$ cat config.mk
export PLATFORM = sky130hd
export DESIGN_NAME = eth_rst_seq
export DESIGN_NICKNAME = d
export VERILOG_FILES = /design/src/rtl/eth_rst_seq.sv
export SDC_FILE = /design/constraint.sdc
export NUM_CORES = 1
export LEC_CHECK = 0
export BUFFER_PORTS_ARGS = -buffer_cell sky130_fd_sc_hd__buf_4
export CORE_AREA = 4 4 97 99
export DETAILED_ROUTE_END_ITERATION = 12
export DIE_AREA = 0 0 101 103
export REMOVE_ABC_BUFFERS = 1
export SLEW_MARGIN = 20
export SYNTH_ARGS = -nofsm -noshare
export SYNTH_HDL_FRONTEND = slang
export SYNTH_SLANG_ARGS = --single-unit
export TNS_END_PERCENT = 30
$ cat constraint.sdc
create_clock -name clk -period 3.4 [get_ports clk]
set_clock_uncertainty 0.15 [all_clocks]
set_input_delay 1.02 -clock clk [delete_from_list [all_inputs] [get_ports clk]]
set_output_delay 1.02 -clock clk [all_outputs]
set_load 0.02 [all_outputs]
$ cat src/rtl/eth_rst_seq.sv
// eth_rst_seq: filters PLL lock, holds resets for a power-up interval, then releases
// N_CH channel resets in ascending order with a fixed gap; re-runs on lock loss or soft request.
module eth_rst_seq #(
    parameter int N_CH        = 3,
    parameter int LOCK_FILT   = 16,
    parameter int WAIT_CYCLES = 2000000,
    parameter int STEP_CYCLES = 1000
) (
    input  logic            clk,
    input  logic            rst,
    input  logic            locked,
    input  logic            soft_rst_req,
    output logic [N_CH-1:0] rst_out,
    output logic            phy_rstn,
    output logic            done,
    output logic [1:0]      state
);
    typedef enum logic [1:0] {IDLE = 2'd0, WAIT = 2'd1, STAGE = 2'd2, RUN = 2'd3} state_t;

    localparam int FW = $clog2(LOCK_FILT) + 1;
    localparam int WW = $clog2(WAIT_CYCLES) + 1;
    localparam int SW = $clog2(STEP_CYCLES) + 1;
    localparam int CW = $clog2(N_CH) + 1;
    localparam logic [FW-1:0] FILT_LAST = FW'(LOCK_FILT - 1);
    localparam logic [WW-1:0] WAIT_LAST = WW'(WAIT_CYCLES - 1);
    localparam logic [SW-1:0] STEP_LAST = SW'(STEP_CYCLES - 1);
    localparam logic [CW-1:0] CH_LAST   = CW'(N_CH - 1);

    logic [1:0]      sync;
    logic            lock_s;
    state_t          st, st_d;
    logic [FW-1:0]   filt_cnt, filt_d;
    logic [WW-1:0]   wait_cnt, wait_d;
    logic [SW-1:0]   step_cnt, step_d;
    logic [CW-1:0]   ch_idx, ch_d;
    logic [N_CH-1:0] rst_out_d;
    logic            done_d;
    logic            abort;

    assign lock_s = sync[1];
    assign state  = st;
    // A single low synchronised lock cycle or a soft request restarts everything.
    assign abort  = (st != IDLE) && (!lock_s || soft_rst_req);

    always_comb begin
        st_d      = st;
        filt_d    = filt_cnt;
        wait_d    = wait_cnt;
        step_d    = step_cnt;
        ch_d      = ch_idx;
        rst_out_d = rst_out;
        done_d    = done;
        if (abort) begin
            st_d      = IDLE;
            filt_d    = '0;
            wait_d    = '0;
            step_d    = '0;
            ch_d      = '0;
            rst_out_d = '1;
            done_d    = 1'b0;
        end else begin
            case (st)
                IDLE: begin
                    rst_out_d = '1;
                    done_d    = 1'b0;
                    filt_d    = (!lock_s || soft_rst_req || filt_cnt == FILT_LAST) ? '0 : filt_cnt + 1'b1;
                    st_d      = (lock_s && !soft_rst_req && filt_cnt == FILT_LAST) ? WAIT : IDLE;
                end
                WAIT: begin
                    if (wait_cnt == WAIT_LAST) begin
                        wait_d       = '0;
                        rst_out_d[0] = 1'b0;
                        ch_d         = CW'(1);
                        st_d         = (N_CH == 1) ? RUN : STAGE;
                        done_d       = (N_CH == 1);
                    end else begin
                        wait_d = wait_cnt + 1'b1;
                    end
                end
                STAGE: begin
                    if (step_cnt == STEP_LAST) begin
                        step_d    = '0;
                        rst_out_d = rst_out & ~(N_CH'(1) << ch_idx);
                        ch_d      = (ch_idx == CH_LAST) ? ch_idx : ch_idx + 1'b1;
                        st_d      = (ch_idx == CH_LAST) ? RUN : STAGE;
                        done_d    = (ch_idx == CH_LAST);
                    end else begin
                        step_d = step_cnt + 1'b1;
                    end
                end
                RUN: begin
                    rst_out_d = '0;
                    done_d    = 1'b1;
                end
            endcase
        end
    end

    always_ff @(posedge clk or posedge rst) begin
        if (rst) begin
            sync     <= 2'b00;
            st       <= IDLE;
            filt_cnt <= '0;
            wait_cnt <= '0;
            step_cnt <= '0;
            ch_idx   <= '0;
            rst_out  <= '1;
            done     <= 1'b0;
            phy_rstn <= 1'b0;
        end else begin
            sync     <= {sync[0], locked};
            st       <= st_d;
            filt_cnt <= filt_d;
            wait_cnt <= wait_d;
            step_cnt <= step_d;
            ch_idx   <= ch_d;
            rst_out  <= rst_out_d;
            done     <= done_d;
            phy_rstn <= ~rst_out_d[0];
        end
    end
endmodule

==> metrics.cfg <==
[sta]
finalSetupTns_ps=0
period_minus_slack_ps=2570
setup_ws_ps=832
drv_slew=0
hold_viol=0
rsz0062_at_grt=no
finalCritPeriodShare_pct=75.5
max_freq_mhz=389
worst_pin_slew_ps=702
setup_viol=0
slew_headroom_pct=53.0

[floorplan]
rows=34
initial_core_util_pct=34.2
io-pin-count=11
coreArea_mm2=0.00855
die_w_um=101
die_area_mm2=0.0104
die_h_um=103

[setup_path]
cp.arrival_ps=2590
r2r_end=step_cnt[7]
rr_worst_depth=6
worst_ep_required_time_ps=3420
cp-start-kind=primary input
timing.rr.start=state[0]
crit_path_end_kind=flop
cp_max_fo=9
crit_type=primary input to flop
r2r_slack_ps=920

[finish]
layout-drive-gt1-share_pct=14.0
diodes=0
syn2layout_area_growth_pct=8.65
nets=331

[clock_network]
clock_latency_ps=310
hold_buffers=0
cts_resized=0
cts_tree=yes
cts_setup_buffers=0
cts.clk_slew.worst_paths_ps=80
h-tree-depth=2
numCtsBuffers=5
cts_buffer_depth=2
root_buffer=clkbuf_8
cts_sinks=50

[pwr]
switching_power_w=0.000208
p_clk_share_pct=34.8
p_comb_share_pct=2.5
ir_worst_vdd_uv=133
power_density_mw_per_mm2=301
p_int_w=0.000746
swShare_pct=21.8
leakage_nw=1.29
seqPwrFrac_pct=62.7

[global_route]
track_usage_pct=13.0
grt-ovfl-total=0
antenna_found_initial=0
grt_pass1_wl_um=10700
grt_max_degree=29
grt_pass1_vias=2115

[routing]
vias=2266
detail_route.wl_per_cell_um=14.5
postRouteWirelength_um=6130
drt_iter0_markers=113
drc=0
ant_nets=0
drt-pass1-iter-count=5
vias_per_cell=5.36

[placement]
io_buffers=10
routabilityCongestion=0.856
place_hpwl_um=4440
dpl_worst_slack_ps=487

[status]
outcome=completed

[synthesis]
synth-compound-area-share_pct=15.8
seq_area_frac_synth_pct=43.0
synthDistinctLibCells=68
ys_warn_count=0
synth-simple-area-share_pct=26.3
async_flop_share_pct=100
synthFlopType=dfrtp_1
synthMuxAreaShare_pct=1.80
synth-edff-count=0
synth_top_family_by_area=simple AND/OR/NAND/NOR gates
synth_xor_area_share_pct=4.50
postSynthCellCount=304
ys_ff_latch=50
syn-cell-area_mm2=0.00292
synth_adder_area_share_pct=5.14
syn_area_per_cell_um2=9.61

[hold_path]
hp-start=sync[0]
min_path_type=flop to flop
holdPathStages=0
holdPathEnd=sync[1]

[run]
max_cap_viol_count=0

[logic make-up after synthesis]
group | Yosys count
muxes | 5
adders and majority gates | 12
AOI/OAI and AO/OA | 65
buffers and inverters | 18
xor gates and xnor gates | 15
DFF | 50
and+or+nand+nor | 139
[critical path, cell delays in order]
cell     delay [ps]
buf_4            90
and2b_1         250
nor2_1          570
nor2_1          120
nor2_1          430
nor2_1          120
[flip-flops by register name (all words and copies together) (netlist names)]
register and cells:
ch_idx 3, phy_rstn 1, filt_cnt 5, state 2, wait_cnt 22, step_cnt 11
rst_out 3, done 1, sync 2
[cell usage in the layout, fill, tap and decap left out, types with 6 or more instances in the layout]
| cell type | synthesis | routed |
|---|---|---|
| a21oi_1 | 11 | 11 |
| buf_4 | 1 | 12 |
| dfrtp_1 | 47 | 47 |
| ha_1 | 12 | 12 |
| inv_1 | 9 | 8 |
| nand2_1 | 34 | 34 |
| nand2b_1 | 6 | 6 |
| nand3_1 | 13 | 13 |
| nand4_1 | 7 | 7 |
| nor2_1 | 35 | 35 |
| nor4_1 | 7 | 7 |
| o21ai_0 | 16 | 16 |
| xnor2_1 | 13 | 13 |
[power groups by stage]
stage	Clock, W	Combinational [W]	Sequential, W
global placement	0	0.0000253	0.000610
global route	0.000370	0.0000287	0.000599
detailed placement	0	0.0000258	0.000610
CTS	0.000351	0.0000259	0.000598
floorplan	0	0.0000144	0.000609
finish	0.000332	0.0000240	0.000598
[Yosys cell counts, drive strengths merged, types with 9 or more instances]
cell type | count | area, um2
a21oi | 13 | 80.1
dfrtp | 47 | 1180
ha | 12 | 150
inv | 9 | 33.8
nand2 | 35 | 134
nand3 | 15 | 85.1
nand4 | 9 | 68.8
nor2 | 36 | 138
nor4 | 9 | 86.3
o21ai | 18 | 90.1
xnor2 | 13 | 114
[through the flow]
| stage | area (um2) | hold WS (ps) | total power (W) | instances | util [%] |
|---|---|---|---|---|---|
| 2_1_floorplan | 2850 | 181 | 0.000624 | 295 | - |
| 3_3_place_gp | 3100 | 192 | 0.000635 | 416 | 36.2 |
| 3_5_place_dp | 3100 | 190 | 0.000635 | 416 | 36.2 |
| 4_1_cts | 3170 | 219 | 0.000975 | 423 | 37.1 |
| 5_1_grt | 3170 | 231 | 0.000998 | 423 | 37.1 |
| 6_report | 3170 | 214 | 0.000954 | 423 | 37.1 |
[area by class of cell]
cell class                      count  area, um2
Multi-Input combinational cell    236       1560
Tap cell                          108        135
Inverter                            9       33.8
Timing Repair Buffer               13        110
Clock buffer                        7       76.3
Sequential cell                    50       1250
Fill cell                         861       5380
[layer usage]
layer	track usage, %	wire, um
met3	2.37	148
met1	18.5	3130
met5	0	0
met2	19.8	2750
met4	4.60	104
[worst max path at each step]
| stage | to | start | slack (ps) | cells after the start |
|---|---|---|---|---|
| final | step_cnt[7] | soft_rst_req | 830 | 6 |
| after global placement | step_cnt[5] | soft_rst_req | 600 | 6 |
| after CTS | step_cnt[7] | soft_rst_req | 830 | 6 |
| after floorplan | ch_idx[0] | soft_rst_req | 910 | 5 |
| after detailed placement | step_cnt[7] | soft_rst_req | 490 | 6 |
| after global routing | step_cnt[7] | soft_rst_req | 660 | 6 |
No activity file was read; power rests on OpenSTA's default activity.
